<file path="config.mk">
export PLATFORM = sky130hd
export DESIGN_NAME = i2c_target_regs
export DESIGN_NICKNAME = d
export VERILOG_FILES = /design/src/rtl/i2c_target_regs.sv
export SDC_FILE = /design/constraint.sdc
export NUM_CORES = 1
export LEC_CHECK = 0
export CAP_MARGIN = 40
export CELL_PAD_IN_SITES_DETAIL_PLACEMENT = 1
export CELL_PAD_IN_SITES_GLOBAL_PLACEMENT = 1
export CORE_MARGIN = 10
export CORE_UTILIZATION = 55
export CTS_CLUSTER_DIAMETER = 40
export DETAILED_ROUTE_END_ITERATION = 8
export PLACE_DENSITY_LB_ADDON = 0.1
export SLEW_MARGIN = 20
export SYNTH_ARGS = -nofsm -noshare
export SYNTH_HDL_FRONTEND = slang
export SYNTH_SLANG_ARGS = --single-unit
export TNS_END_PERCENT = 20
</file>
<file path="constraint.sdc">
create_clock -name clk -period 18.6 [get_ports clk]
set_input_delay 3.72 -clock clk [delete_from_list [all_inputs] [get_ports clk]]
set_output_delay 3.72 -clock clk [all_outputs]
set_load 0.1 [all_outputs]
</file>
<file path="src/rtl/i2c_target_regs.sv">
// I2C target exposing NUM_REGS byte registers behind a pointer byte, with host-side read port.
// Define I2C_TGT_AUTOINC_EN to advance the register pointer after every data byte.
module i2c_target_regs #(
  parameter logic [6:0] DEV_ADDR = 7'h50,
  parameter int         NUM_REGS = 16,
  localparam int        AW       = $clog2(NUM_REGS)
) (
  input  logic          clk,
  input  logic          rst,
  input  logic          scl,
  input  logic          sda_in,
  output logic          sda_oe,
  input  logic [AW-1:0] hrd_addr,
  output logic [7:0]    hrd_data,
  output logic          wr_stb,
  output logic [AW-1:0] reg_addr,
  output logic [7:0]    reg_wdata,
  output logic          rd_stb,
  output logic          busy
);

  typedef enum logic [3:0] {
    IDLE, ADDR, ADDR_ACK, PTR, PTR_ACK, WDATA, WDATA_ACK, RDATA, RDATA_MACK
  } state_t;

  state_t state, state_nxt;

  logic [1:0]    scl_sync, sda_sync;
  logic          scl_q, sda_q, scl_s, sda_s;
  logic          scl_rise, scl_fall, start_det, stop_det;
  logic [7:0]    sr;
  logic [3:0]    bit_cnt;
  logic          byte_full;
  logic [7:0]    tx_sr;
  logic          rw_q;
  logic [AW-1:0] ptr, ptr_adv;
  logic [7:0]    regs [NUM_REGS];

  logic oe_nxt, busy_nxt, cnt_clr, do_write, do_load, ptr_set, tx_shift, rw_load;

  assign scl_s     = scl_sync[1];
  assign sda_s     = sda_sync[1];
  assign scl_rise  = scl_s & ~scl_q;
  assign scl_fall  = ~scl_s & scl_q;
  assign start_det = scl_s & scl_q & sda_q & ~sda_s;
  assign stop_det  = scl_s & scl_q & ~sda_q & sda_s;
  assign byte_full = (bit_cnt == 4'd8);
  assign hrd_data  = regs[hrd_addr];

`ifdef I2C_TGT_AUTOINC_EN
  assign ptr_adv = ptr + AW'(1);  // power-of-two count makes the wrap free
`else
  assign ptr_adv = ptr;
`endif

  always_ff @(posedge clk or posedge rst) begin
    if (rst) state <= IDLE;
    else     state <= state_nxt;
  end

  // Bit-level work happens on SCL edges: sample on rise, act and move SDA on fall.
  always_comb begin
    state_nxt = state;
    oe_nxt    = sda_oe;
    busy_nxt  = busy;
    cnt_clr   = 1'b0;
    do_write  = 1'b0;
    do_load   = 1'b0;
    ptr_set   = 1'b0;
    tx_shift  = 1'b0;
    rw_load   = 1'b0;
    if (stop_det) begin
      state_nxt = IDLE;
      oe_nxt    = 1'b0;
      busy_nxt  = 1'b0;
    end else if (start_det) begin
      state_nxt = ADDR;
      oe_nxt    = 1'b0;
      cnt_clr   = 1'b1;
    end else if (scl_fall) begin
      case (state)
        ADDR: if (byte_full) begin
          if (sr[7:1] == DEV_ADDR) begin
            state_nxt = ADDR_ACK;
            oe_nxt    = 1'b1;
            busy_nxt  = 1'b1;
            rw_load   = 1'b1;
          end else begin
            state_nxt = IDLE;
            busy_nxt  = 1'b0;
          end
        end
        ADDR_ACK: begin
          cnt_clr = 1'b1;
          if (rw_q) begin
            state_nxt = RDATA;
            do_load   = 1'b1;
            oe_nxt    = ~regs[ptr][7];
          end else begin
            state_nxt = PTR;
            oe_nxt    = 1'b0;
          end
        end
        PTR: if (byte_full) begin
          state_nxt = PTR_ACK;
          ptr_set   = 1'b1;
          oe_nxt    = 1'b1;
        end
        PTR_ACK, WDATA_ACK: begin
          state_nxt = WDATA;
          oe_nxt    = 1'b0;
          cnt_clr   = 1'b1;
        end
        WDATA: if (byte_full) begin
          state_nxt = WDATA_ACK;
          do_write  = 1'b1;
          oe_nxt    = 1'b1;
        end
        RDATA: begin
          if (byte_full) begin
            state_nxt = RDATA_MACK;
            oe_nxt    = 1'b0;
            cnt_clr   = 1'b1;
          end else begin
            tx_shift = 1'b1;
            oe_nxt   = ~tx_sr[6];
          end
        end
        RDATA_MACK: begin
          cnt_clr = 1'b1;
          // sr[0] holds SDA as sampled on the acknowledge clock's rising edge
          if (bit_cnt != 4'd0 && !sr[0]) begin
            state_nxt = RDATA;
            do_load   = 1'b1;
            oe_nxt    = ~regs[ptr][7];
          end else begin
            state_nxt = IDLE;
            oe_nxt    = 1'b0;
          end
        end
        default: state_nxt = IDLE;
      endcase
    end
  end

  always_ff @(posedge clk or posedge rst) begin
    if (rst) begin
      scl_sync  <= 2'b11;
      sda_sync  <= 2'b11;
      scl_q     <= 1'b1;
      sda_q     <= 1'b1;
      sr        <= '0;
      bit_cnt   <= '0;
      tx_sr     <= '0;
      rw_q      <= 1'b0;
      ptr       <= '0;
      sda_oe    <= 1'b0;
      busy      <= 1'b0;
      wr_stb    <= 1'b0;
      rd_stb    <= 1'b0;
      reg_addr  <= '0;
      reg_wdata <= '0;
      for (int i = 0; i < NUM_REGS; i++) regs[i] <= '0;
    end else begin
      scl_sync <= {scl_sync[0], scl};
      sda_sync <= {sda_sync[0], sda_in};
      scl_q    <= scl_s;
      sda_q    <= sda_s;
      sda_oe   <= oe_nxt;
      busy     <= busy_nxt;
      wr_stb   <= do_write;
      rd_stb   <= do_load;
      if (cnt_clr)       bit_cnt <= '0;
      else if (scl_rise) bit_cnt <= bit_cnt + 4'd1;
      if (scl_rise) sr <= {sr[6:0], sda_s};
      if (rw_load)  rw_q <= sr[0];
      if (ptr_set)  ptr <= sr[AW-1:0];
      if (do_write) begin
        regs[ptr] <= sr;
        reg_addr  <= ptr;
        reg_wdata <= sr;
        ptr       <= ptr_adv;
      end
      if (do_load) begin
        tx_sr    <= regs[ptr];
        reg_addr <= ptr;
        ptr      <= ptr_adv;
      end else if (tx_shift) begin
        tx_sr <= {tx_sr[6:0], 1'b0};
      end
    end
  end

endmodule

</file>
; ---- After elaboration in Yosys (flattened, before gate mapping)
; Index checks and enable logic that the tools add are counted.
[totals]
n_memories = 0
romBits = 0
latchBits = 0
inputBits = 8
regBits = 178
output_inout_bits = 24
mem_bits_rw = 0
[op_classes]
eq_ne = 17
n_lt_le_gt_ge = 3
n_reduce_logical = 19
add_sub_neg = 1
n_mux = 71
multipliers = 0
shift = 0
bitwise = 17
n_div = 0
[op_table]
columns = op, n
row1 = $bwmux 128, 1
row2 = $bmux 8 s4, 2
row3 = $mux 4, 11
row4 = $mux 1, 42
row5 = $mux 8, 5
row6 = $demux 8 s4, 1
row7 = $pmux 4 s7, 1
row8 = $ne 4x4->1 const B, 5
row9 = $eq 4x3->1 const B, 4
row10 = $mux 7, 2
row11 = $reduce_bool 2->1, 6
row12 = $ge 5x5->1 const B, 2
row13 = $not 4->5, 2
row14 = $reduce_and 5->1, 2
row15 = $eq 4x2->1 const B, 2
row16 = $eq 4x4->1 const B, 2
row17 = $not 1->1, 8
row18 = $reduce_bool 8->1, 1
row19 = $and 1x1->1, 7
row20 = $eq 7x7->1 const B, 1
row21 = $mux 3, 2
row22 = $pmux 1 s6, 1
row23 = $lt 5x1->1 const B, 1
row24 = $add 4x1->4 const B, 1
row25 = other kinds (13), 16

; ---- Longest topological paths before layout
[depth]
word_depth = 10
ltp_mapped = 8

; ---- Worst setup path before layout
; OpenSTA, ideal clock, no wires.
[synth_timing]
kind = in2out
start = input port hrd_addr[0]
end = output port hrd_data[0]
path_slack_ps = 9371
path_stages = 4
arrival_ps = 5509
n_path_buf = 2
cell_sequence = clkbuf_1 -> buf_2 -> mux4_2 -> mux4_2
[synth_between]
elab_chain_cells = 4
[synth_lines]
columns = element, line
row1 = from (decl), 13  ; input logic [AW-1:0] hrd_addr,
row2 = $not 4->5 (not written as such), 48  ; assign hrd_data = regs[hrd_addr];
row3 = $bmux 8 s4, 48
row4 = $mux 8 (not written as such) (2 in series), 48
row5 = to (decl), 14  ; output logic [7:0] hrd_data,
; Every way passes these cells. The select of a mux whose other input is x is not followed.

; ---- Final worst setup path
[layout_timing]
start = input port hrd_addr[1]
end = output port hrd_data[5]
; The elaborated chain is that of the path after synthesis.

==> flow_summary.yaml <==
run_status:
  status: "complete, no violations"
synthesis:
  synth_warnings: 0
  async_flop_share: 1.00
  synth.mux.area_fraction: 0.363
  synthSimpleGateAreaFrac: 0.0808
  synthCells: 648
  syn-num-nets: 658
  ys_seq_area_frac: 0.490
  synth_compound_area_frac: 0.0344
  synth_area_um2: 9100
  synth_xor_area_frac: 0.00385
  synth_top_family_by_area: "multiplexers"
  synth_top_cell_area_share: 0.473
  synth_largest_area_cell: "dfrtp_1"
  synth_cell_type_count: 56
  avgSynthCellArea_um2: 14.1
  synth_fa_ha_area_frac: 0.00275
  synth-edff-count: 0
  synth_area_leaders: "dfrtp_1, mux2_2, mux4_2"
  synth_seq_cells: 178
  ys.flop_type: "dfrtp_1"
route:
  drc: 0
  wire_per_inst_um: 28.0
  dr.pass1.iters: 5
  routed_wl_mm: 25.6
  routed_via_density: 6.53
  antenna_left: 0
  vias: 5986
  drtIter0Drc: 484
critical_path:
  reg2reg_depth: 4
  rrSetupSlack_ns: 15.79
  cp_num_buf_inv: 4
  cp_max_fo: 32
  slowest_stage: "clkdlybuf4s50_1"
  path_class: "input port to primary output"
  worstSetupEndpointType: "primary output"
  rr_endpoint: "regs[28]"
  crit_path_max_incr_delay_ns: 0.53
  cp_data_arrival_time_ns: 6.32
  r2r-start: "state[3]"
  worstPathCellList: "clkdlybuf4s50_1, buf_4, mux4_2, mux4_2, clkdlybuf4s50_1, buf_16"
  cpLargestDelayFamily: "buffers and inverters"
  crit_path_start_kind: "input port"
  required_ns: 14.88
placement:
  portBuffers: 31
  dp_hpwl_mm: 16.0
  gp_congestion: 0.861
  dp_worst_setup_slack_ns: 8.65
power_and_ir_drop:
  seqPwrFrac: 0.514
  p_per_area_nw_per_um2: 76.7
  ir_drop_uv: 62.5
  p_switching_uw: 219
  power_frac_clock: 0.434
  comb_power_share: 0.052
  p_int_uw: 599
  sw_frac_of_total: 0.268
  p_leak_uw: 0.00492
timing:
  rsz0062_at_grt: "no"
  slew_headroom: 0.384
  fmax_mhz: 99.6
  setup_viol: 0
  slew_violations: 0
  min_period_ns: 10.04
  layout_setup_ws_ns: 8.56
  fin_setup_tns_ns: 0
  worstMarginPinSlew_ns: 0.917
  fin_skew_ns: 0.00989
  hold_viol: 0
  period_share: 0.540
  holdWs_ns: 0.356
die:
  core_um2: 16100
  io_pins: 32
  num_rows: 46
  initial_utilization: 0.567
  die_area_um2: 22100
  die_h_um: 149
  die_w_um: 149
layout:
  syn2layout_area_growth_pct: 17.1
  mostFrequentLayoutCells: "dfrtp_1, mux2_2, nand2_1, mux4_2, clkdlybuf4s50_1"
  n_antenna_cell: 0
  final_layout_size_suffix_gt1_frac: 0.446
  fin_util: 0.664
  nets: 697
  mostFrequentLayoutCell: "dfrtp_1"
global_route:
  grt_pass1_vias: 6594
  grt_usage: 0.245
  grt_max_degree: 67
  grt_pass1_wl_mm: 40.6
  antenna_found_initial: 0
  overflow: 0
job:
  max-cap-violations: 0
clock_network:
  clk_latency_ns: 0.44
  cts_sinks: 178
  clockBufferDepth: 2
  cts_tree: "yes"
  postCtsResizedCells: 0
  cts_buffers: 17
  cts-root-buf: "clkbuf_16"
  cts_hold_repair.buffers: 0
  cts.htree.levels: 4
  clk_pin_slew_ns: 0.07
  post_cts_buffers: 0
min_path:
  holdPathStages: 0
  min_to: "scl_sync[1]"
  hold_start: "scl_sync[0]"
  hp-class: "flop to flop"
state kept, by name, summed over array words and instances (netlist names), 4 cells and up:
signal	count
sr	8
ptr	4
reg_wdata	8
tx_sr	7
reg_addr	4
state	4
bit_cnt	4
regs	128
worst max-delay path by stage:
stage,startpoint,endpoint,depth (start not counted)
after CTS,hrd_addr[1],hrd_data[5],6
after detailed placement,hrd_addr[1],hrd_data[5],6
after global placement,hrd_addr[0],hrd_data[6],4
final,hrd_addr[1],hrd_data[5],6
after global routing,hrd_addr[1],hrd_data[5],6
after floorplan,hrd_addr[0],hrd_data[0],4
area by class of cell:
type / instances / area, um2
Clock buffer: 17 / 425
Sequential cell: 178 / 4460
Fill cell: 1412 / 5400
Multi-Input combinational cell: 416 / 4420
Inverter: 8 / 35.0
Timing Repair Buffer: 66 / 896
Clock inverter: 15 / 151
Tap cell: 216 / 270
power by group through the flow:
stage	registers (uW)	logic, uW	clock network [uW]
CTS	419	42.0	359
floorplan	407	43.1	0
global placement	425	37.8	0
global route	422	47.8	380
finish	420	42.8	355
detailed placement	427	41.4	0
metrics by stage:
| step | power [uW] | cell area (um2) | instances |
|---|---|---|---|
| floorplan | 450 | 9100 | 648 |
| global placement | 463 | 9530 | 854 |
| detailed placement | 468 | 10000 | 881 |
| CTS | 820 | 10600 | 913 |
| global route | 850 | 10700 | 916 |
| finish | 818 | 10700 | 916 |
cells in the mapped netlist, types with 6 or more instances:
cell type / instances
a221o_1: 6
buf_2: 7
clkbuf_1: 32
dfrtp_1: 172
dfstp_2: 6
inv_1: 7
mux2_2: 142
mux2i_1: 11
mux4_2: 70
nand2_1: 71
nand2_2: 8
nand3_1: 9
nor2_1: 15
nor2_2: 8
o211a_1: 6
o21ai_0: 7
kinds of logic (layout without fill, tap and decap cells):
kind of cell | after synthesis | in the layout
muxes | 225 | 225
AOI/OAI and AO/OA | 41 | 41
buffers and inverters | 54 | 106
xor gates and xnor gates | 4 | 4
adders and majority gates | 2 | 2
and+or+nand+nor | 144 | 144
DFF | 178 | 178
worst reg2reg max path: cells and delay by family (launching register included):
kind             cells  cell delay, ns
AND/OR/NAND/NOR      3            1.75
multiplexers         1            0.42
flip-flops           1            0.52
per-layer routing:
metal / up-vias / share of wire / GRT usage / wire [um]
li1: 2507 / - / - / -
met1: 3223 / 0.41 / 0.302 / 10400
met2: 206 / 0.51 / 0.407 / 13200
met3: 50 / 0.052 / 0.0601 / 1340
met4: 0 / 0.027 / 0.0907 / 689
met5: - / 0 / 0 / 0
(Power assumes the default switching activity.)
